`config.mk`:
```
export PLATFORM = sky130hd
export DESIGN_NAME = uart_rx_flat
export DESIGN_NICKNAME = d
export VERILOG_FILES = /design/src/rtl/uart_rx_if.sv /design/src/rtl/uart_rx.sv /design/src/flat_wrapper.sv
export SDC_FILE = /design/constraint.sdc
export NUM_CORES = 1
export LEC_CHECK = 0
export CAP_MARGIN = 20
export CELL_PAD_IN_SITES_DETAIL_PLACEMENT = 0
export CELL_PAD_IN_SITES_GLOBAL_PLACEMENT = 2
export CORE_MARGIN = 5
export CORE_UTILIZATION = 30
export CTS_CLUSTER_DIAMETER = 100
export DETAILED_ROUTE_END_ITERATION = 12
export PLACE_DENSITY_LB_ADDON = 0.1
export SYNTH_ARGS = -nofsm -noshare
export SYNTH_HDL_FRONTEND = slang
export SYNTH_SLANG_ARGS = --single-unit
```
`constraint.sdc`:
```
create_clock -name clk -period 1.82 [get_ports clk]
set_input_delay 0.364 -clock clk [delete_from_list [all_inputs] [get_ports clk]]
set_output_delay 0.364 -clock clk [all_outputs]
set_load 0.01 [all_outputs]
```
`src/rtl/uart_rx_if.sv`:
```
// uart_rx_if: 8-bit valid/ready byte stream, same fields as the transmit-side
// StreamBus.
//   data  : byte being offered
//   valid : data holds an undelivered byte
//   ready : consumer takes data on an edge where valid && ready
// master = producer (the receiver), slave = consumer.
interface uart_rx_if;
    logic [7:0] data;
    logic       valid;
    logic       ready;

    modport master (output data, output valid, input ready);
    modport slave  (input data, input valid, output ready);
endinterface

```
`src/rtl/uart_rx.sv`:
```
// uart_rx: 8N1 LSB-first serial receiver with a registered valid/ready byte
// output. It never stalls the line: a byte that arrives while the output
// register is still occupied is dropped and flagged with overrun, and a low
// stop bit is flagged with frame_err.
//   clk       : system clock
//   rst       : asynchronous reset, active low
//   rx        : serial line, asynchronous, idle high
//   bus       : byte stream out (data/valid out, ready in)
//   frame_err : one-cycle pulse, stop bit sampled low
//   overrun   : one-cycle pulse, good byte lost because output was full
module uart_rx #(
    parameter int F    = 50000000,
    parameter int BAUD = 115200
) (
    input  logic            clk,
    input  logic            rst,
    input  logic            rx,
    uart_rx_if.master       bus,
    output logic            frame_err,
    output logic            overrun
);
    localparam int DIV  = F / BAUD;
    localparam int HALF = DIV / 2;
    localparam int CW   = (DIV > 1) ? $clog2(DIV) : 1;

    localparam logic [CW-1:0] CNT_HALF = CW'(HALF - 1);
    localparam logic [CW-1:0] CNT_FULL = CW'(DIV - 1);

    typedef enum logic [2:0] {IDLE, START, DATA, STOP, BREAK} state_t;

    // Two-flop synchronizer; both flops reset to the idle-high line level
    // so reset release never looks like a start bit.
    logic [1:0] sync_q;
    logic       rx_s;

    always_ff @(posedge clk or negedge rst) begin
        if (!rst) sync_q <= 2'b11;
        else      sync_q <= {sync_q[0], rx};
    end

    assign rx_s = sync_q[1];

    state_t        state_q, state_d;
    logic [CW-1:0] cnt_q,   cnt_d;
    logic [2:0]    idx_q,   idx_d;
    logic [7:0]    sr_q,    sr_d;
    logic [7:0]    data_q,  data_d;
    logic          valid_q, valid_d;
    logic          ferr_q,  ferr_d;
    logic          ovr_q,   ovr_d;
    logic          deliver;
    logic          load;

    always_ff @(posedge clk or negedge rst) begin
        if (!rst) begin
            state_q <= IDLE;
            cnt_q   <= '0;
            idx_q   <= '0;
            sr_q    <= '0;
            data_q  <= '0;
            valid_q <= 1'b0;
            ferr_q  <= 1'b0;
            ovr_q   <= 1'b0;
        end else begin
            state_q <= state_d;
            cnt_q   <= cnt_d;
            idx_q   <= idx_d;
            sr_q    <= sr_d;
            data_q  <= data_d;
            valid_q <= valid_d;
            ferr_q  <= ferr_d;
            ovr_q   <= ovr_d;
        end
    end

    // Line sampling. Start is checked at mid-bit, after which every sample
    // lands DIV cycles later, i.e. at the middle of each following bit.
    always_comb begin
        state_d = state_q;
        cnt_d   = cnt_q;
        idx_d   = idx_q;
        sr_d    = sr_q;
        deliver = 1'b0;
        ferr_d  = 1'b0;
        case (state_q)
            IDLE: begin
                if (!rx_s) begin
                    state_d = START;
                    cnt_d   = '0;
                end
            end
            START: begin
                if (cnt_q == CNT_HALF) begin
                    cnt_d = '0;
                    if (rx_s) begin
                        // Line went back high before mid-bit: glitch.
                        state_d = IDLE;
                    end else begin
                        state_d = DATA;
                        idx_d   = '0;
                    end
                end else begin
                    cnt_d = cnt_q + CW'(1);
                end
            end
            DATA: begin
                if (cnt_q == CNT_FULL) begin
                    sr_d  = {rx_s, sr_q[7:1]};
                    cnt_d = '0;
                    idx_d = idx_q + 3'd1;
                    if (idx_q == 3'd7) state_d = STOP;
                end else begin
                    cnt_d = cnt_q + CW'(1);
                end
            end
            STOP: begin
                if (cnt_q == CNT_FULL) begin
                    cnt_d = '0;
                    if (rx_s) begin
                        // Back to IDLE at mid-stop: the remaining half bit
                        // is the margin that lets gapless frames through.
                        deliver = 1'b1;
                        state_d = IDLE;
                    end else begin
                        ferr_d  = 1'b1;
                        state_d = BREAK;
                    end
                end else begin
                    cnt_d = cnt_q + CW'(1);
                end
            end
            BREAK: begin
                // Line held low past the stop bit; resync on the next high.
                if (rx_s) state_d = IDLE;
            end
            default: state_d = IDLE;
        endcase
    end

    // Output register. A byte loads when the register is empty or is
    // being drained on this same edge; otherwise it is lost (overrun).
    always_comb begin
        load    = deliver && (!valid_q || bus.ready);
        data_d  = data_q;
        valid_d = valid_q;
        ovr_d   = deliver && !load;
        if (valid_q && bus.ready) valid_d = 1'b0;
        if (load) begin
            data_d  = sr_q;
            valid_d = 1'b1;
        end
    end

    assign bus.data  = data_q;
    assign bus.valid = valid_q;
    assign frame_err = ferr_q;
    assign overrun   = ovr_q;

endmodule
```
`src/flat_wrapper.sv`:
```
// flat-port wrapper written by rule: the top's interface ports become plain ports
module uart_rx_flat 
#(
    parameter int F    = 50000000,
    parameter int BAUD = 115200
)
  (clk, rst, rx, frame_err, overrun, bus_data, bus_valid, bus_ready);
  uart_rx_if bus_i ();
  input  logic clk;
  input  logic rst;
  input  logic rx;
  output logic frame_err;
  output logic overrun;
  output wire logic [$bits(bus_i.data)-1:0] bus_data;
  output wire logic [$bits(bus_i.valid)-1:0] bus_valid;
  input wire logic [$bits(bus_i.ready)-1:0] bus_ready;
  assign bus_data = bus_i.data;
  assign bus_valid = bus_i.valid;
  assign bus_i.ready = bus_ready;
  uart_rx #(.F(F), .BAUD(BAUD)) u_core (.clk(clk), .rst(rst), .rx(rx), .bus(bus_i), .frame_err(frame_err), .overrun(overrun));
endmodule
```
=== Word level (Yosys, flattened, before mapping) ===
Cells that the tools add are included.

* Bits in registers: 36
* Bits of input ports: 4
* Output and inout port bits: 11
* Logic and storage cells: 65

* Add/subtract/negate cells: 2
* Eq/ne operators: 14
* Muxes and demuxes: 25
* Reductions and logical operators: 15

{| class="wikitable"
|+ Operators with widths
! kind !! count
|-
| 2-to-1 mux 3 bit || 10
|-
| 2-to-1 mux 9 bit || 3
|-
| case mux 9 bit (3 select lines) || 1
|-
| case mux 3 bit (5 select lines) || 1
|-
| != test 2 x 1 -> 1 bit (second input constant) || 5
|-
| adder 9 x 1 -> 9 bit (second input constant) || 1
|-
| == test 9 x 8 -> 1 bit (second input constant) || 1
|-
| == test 9 bit (second input constant) || 1
|-
| 2-to-1 mux 1 bit || 8
|-
| == test 3 x 2 -> 1 bit (second input constant) || 2
|-
| == test 3 bit (second input constant) || 2
|-
| case mux 3 bit (2 select lines) || 1
|-
| AND reduction 6 bit || 1
|-
| != test 2 bit (second input constant) || 2
|-
| AND reduction 2 bit || 2
|-
| AND reduction 4 bit || 1
|-
| nonzero test 2 bit || 2
|-
| adder 3 x 1 -> 3 bit (second input constant) || 1
|-
| == test 3 x 1 -> 1 bit (second input constant) || 1
|-
| logical AND 1 bit || 3
|-
| logical NOT 3 bit || 1
|-
| nonzero test 3 bit || 1
|-
| logical NOT 1 bit || 2
|-
| 2-to-1 mux 2 bit || 1
|-
| other kinds (2) || 2
|}

=== Depth between registers and ports, before layout ===
* Word-level depth: 6
* Gate-level depth with buffers: 7
* Gate-level depth less buffers: 6

=== Least setup slack after synthesis ===
Ideal clock, no wire load.

* Kind: flip-flop to flip-flop
* From: reg u_core.cnt_q[1]
* To: reg u_core.data_q[0] (netlist: u_core.bus.data[0])
* Library setup time: 0.125 ns
* Data arrival time: 1.615 ns
* Required time: 1.695 ns
* Path slack: 0.080 ns
* Cell stages (with the launch flop): 8
* Path buffers: 1
* Period minus slack after synthesis: 1.740 ns
* Path through: dfrtp_1 -> inv_1 -> ha_1 -> and4bb_2 -> nand4_1 -> nor2b_1 -> buf_2 -> mux2_2

* Cells in the longest elaborated chain, start to end: 4

{| class="wikitable"
|+ RTL lines
! item !! RTL line !! RTL
|-
| start: declaration || uart_rx.sv:44 || <nowiki>logic [CW-1:0] cnt_q, cnt_d;</nowiki>
|-
| start signal: assignment || uart_rx.sv:66 || <nowiki>cnt_q <= cnt_d;</nowiki>
|-
| == test 9 bit || uart_rx.sv:117 || <nowiki>if (cnt_q == CNT_FULL) begin</nowiki>
|-
| 2-to-1 mux 1 bit || uart_rx.sv:117 ||
|-
| 2-to-1 mux 1 bit || uart_rx.sv:85 || <nowiki>case (state_q)</nowiki>
|-
| logical AND 1 bit || uart_rx.sv:143 || <nowiki>load = deliver && (!valid_q || bus.ready);</nowiki>
|-
| end signal: assignment || uart_rx.sv:69 || <nowiki>data_q <= data_d;</nowiki>
|-
| end: declaration || uart_rx.sv:47 || <nowiki>logic [7:0] data_q, data_d;</nowiki>
|}

Every way passes these cells.
A chain may end at the register's enable or synchronous reset.

=== Final worst setup path ===
Same ends and word-level chain as after synthesis.

==> summary.md <==
| Metric | Value |
|---|---|
| Starting DRT DRC Count | `65` |
| Number of synthesized flops with an enable pin | `0` |
| Maximum clock frequency | `560 MHz` |
| CP Cell Sequence | `inv_2, ha_4, and4bb_2, nand4_1, nor2b_1, buf_6, mux2_4` |
| Clock group share of total power | `41.4%` |
| Post-synth ARST share | `100%` |
| First-pass GRT wire length | `6580 microns` |
| Sequential fraction of the synthesis area | `53.4%` |
| Initial antenna violation count | `0` |
| Cell family with most CP delay | `simple AND/OR/NAND/NOR gates` |
| Synth Cell Area | `1690 sq um` |
| Cell leakage power | `0.996 nW` |
| Buffers on Ports | `14` |
| Element type at the critical path start | `flop` |
| Post-Synth XOR/XNOR Area | `0%` |
| Crit Path Max Fanout | `8` |
| Via count | `1255` |
| HPWL after DPL | `2810 microns` |
| Worst min-delay path class | `input port to async pin` |
| Slew Limit Fails | `0` |
| Initial Utilization | `30.7%` |
| Chip width | `85.1 microns` |
| Largest family of logic cells by synthesized area | `simple AND/OR/NAND/NOR gates` |
| Setup TNS | `0 ns` |
| Post-synth cell types | `38` |
| Mean Syn Cell Area | `11.3 sq um` |
| Share of layout cells above drive strength 1 | `29.3%` |
| Status | `finished, final reports clean` |
| Io pins | `15` |
| FF+latch count, synth | `36` |
| Clk pin slew, worst setup/hold paths | `0.07 ns` |
| Total track usage | `11.6%` |
| Power Internal | `1.12 mW` |
| Fin worst setup slack | `0.0328 ns` |
| Tcrit/Tclk final | `98.2%` |
| Commonest non-fill, non-tap cells in the layout | `33 x dfrtp_1, 18 x buf_4, 14 x nand2_1` |
| Synth Warn # | `0` |
| Crit. path cell count | `7` |
| DRC | `0` |
| Synth Area in Simple Gates | `16.9%` |
| Critical Path Sink Type | `flop` |
| Post-Syn Instances | `150` |
| Critical Path RT | `1.98 ns` |
| Main synth FF type | `dfrtp_1` |
| # rows | `27` |
| Kind of critical path | `flop to flop` |
| Tightest Pin Transition | `0.470 ns` |
| CTS tree | `done` |
| Max-slew headroom | `68.7%` |
| Fillers | `548` |
| Post-Synth Adder-Cell Area | `3.70%` |
| Largest net degree at the start of global routing | `21` |
| Pwr Total | `1.42 mW` |
| Clk sink count | `36` |
| CP bufs+invs | `2` |
| Logic pwr share | `1.8%` |
| Clock skew | `0.00519 ns` |
| Die height | `85.1 microns` |
| Max Root-Sink Buffers | `2` |
| Pwr dens | `648 nW/um^2` |
| N_diodes | `0` |
| Vias in the first global route | `1279` |
| Placer Congestion | `0.741` |
| Register share of total power | `56.8%` |
| CTS root buf | `clkbuf_8` |
| Clk_lat worst skew | `0.28 ns` |
| Total gr overflow | `0` |
| Final net count | `196` |
| Largest cells by area after synthesis | `dfrtp_1 50%, mux2_2 11%, ha_1 3.7%` |
| Maximum vdd ir drop | `0.000430 V` |
| Final Hold Viols | `0` |
| Cts hold-fix bufs | `0` |
| Arrival time worst endpoint | `1.95 ns` |
| CTS H-tree lvls | `2` |
| Commonest non-fill, non-tap cell in the layout | `dfrtp_1` |
| Post-route ant nets | `0` |
| Max-Cap Viols | `0` |
| Place WS | `-0.00113 ns` |
| Pre-antenna DRT Iters | `5` |
| R2R depth | `7` |
| Core Footprint | `5510 sq um` |
| Compound-Gate Fraction of Synth Area | `12.4%` |
| Min Clock Period, post-route | `1.79 ns` |
| Crit-path max cell delay | `0.40 ns` |
| Area growth syn-to-layout | `29.6%` |
| Switch share | `21.1%` |
| Sw power | `0.300 mW` |
| CP max stage cell | `dfrtp_1` |
| RSZ-0062 raised after global routing | `true` |
| Synth area leader | `dfrtp_1` |
| Syn Nets | `159` |
| Placement Cell Area | `2020 sq um` |
| Post-route cell area | `2190 sq um` |
| Die area | `7240 sq um` |
| Mux contribution to synthesized area | `10.7%` |
| Wirelength per Cell | `15.2 microns` |
| Vias/cell | `4.83` |
| CTS Buf Count | `5` |
| Final Core Density | `39.8%` |
| Final setup viols | `0` |
| DRT Wirelength | `3950 microns` |
| Post-synth top area share | `50.3%` |
[cells in the mapped netlist, types with 2 or more instances]
library cell and count:
dfstp_2 2, mux2_2 16, nand2b_1 2, and4b_1 2, nand4_1 2, o31a_1 2
nor2b_1 3, o21ai_0 11, dfrtp_1 34, nor4_1 2, ha_1 5, buf_2 3
inv_1 8, nand2_1 14, nor3_1 2, nor2_1 8, nand3_1 7, o211ai_1 3
o22ai_1 4, a21oi_1 2
[cell type report]
cell class                      count  area (sq um)  area share, %
Inverter                            8          30.0           1.37
Clock inverter                      1          7.51          0.343
Timing Repair Buffer               34           293           13.4
Tap cell                           72          90.1           4.11
Multi-Input combinational cell    102           779           35.6
Sequential cell                    36           905           41.3
Clock buffer                        7          86.3           3.94
[final timing paths]
check                      slack [ns]                         from                             end
setup / recovery                 0.03  u_core.cnt_q[1]$_DFFE_PN0P_  u_core.bus.data[0]$_DFFE_PN0P_
hold / removal                   0.01                          rst     u_core.cnt_q[5]$_DFFE_PN0P_
setup reg to reg                 0.03  u_core.cnt_q[1]$_DFFE_PN0P_  u_core.bus.data[0]$_DFFE_PN0P_
hold reg to reg                  0.36   u_core.sync_q[0]$_DFF_PN1_      u_core.sync_q[1]$_DFF_PN1_
max in group asynchronous        1.24                          rst      u_core.sync_q[0]$_DFF_PN1_
min in group clk                 0.36   u_core.sync_q[0]$_DFF_PN1_      u_core.sync_q[1]$_DFF_PN1_
[metal layers]
layer / track usage [%] / vias to the layer above / wire length, microns
met4: 3.88 / 0 / 58
met3: 3.20 / 6 / 155
li1: - / 612 / -
met2: 16.8 / 29 / 1810
met1: 16.7 / 608 / 1920
met5: 0 / - / 0
[worst reg2reg max path: cells and delay by family (launching register included)]
kind          cells  cell delay, ns
flops             1            0.40
fa+ha+maj         1            0.12
buf+inv           2            0.28
mux               1            0.33
simple gates      3            0.53
[metrics by stage]
stage | hold slack [ns] | cells
2_1_floorplan | 0.0684 | 150
3_3_place_gp | 0.347 | 249
3_5_place_dp | 0.338 | 249
4_1_cts | 0.0254 | 257
5_1_grt | 0.0293 | 260
6_report | 0.0126 | 260
[power groups by stage]
stage / registers (mW) / logic (mW) / clock network, mW
5_1_grt: 0.807 / 0.0306 / 0.652
6_report: 0.807 / 0.0250 / 0.588
3_3_place_gp: 0.822 / 0.0267 / 0
2_1_floorplan: 0.821 / 0.00197 / 0
3_5_place_dp: 0.822 / 0.0270 / 0
4_1_cts: 0.806 / 0.0270 / 0.612
[sequential cells by signal, summed over array words and instances (netlist names)]
signal	count
u_core.cnt_q	9
u_core.sync_q	2
u_core.bus.valid	1
u_core.bus.data	8
u_core.state_q	3
u_core.idx_q	3
u_core.sr_q	8
u_core.overrun	1
u_core.frame_err	1
[what timing repair did]
item                                   CTS  global route
setup endpoints to repair                3            14
endpoints found under the hold margin    0             0
pin swaps                                0             3
resized for setup                        2            13
setup buffers                            0             3
[logic make-up (layout without fill, tap and decap cells)]
family / after synthesis / after routing
muxes: 16 / 16
adders and majority gates: 5 / 5
AOI/OAI and AO/OA: 30 / 30
buffers and inverters: 12 / 50
DFF: 36 / 36
and+or+nand+nor: 51 / 51
No activity file was read; power rests on OpenSTA's default activity.
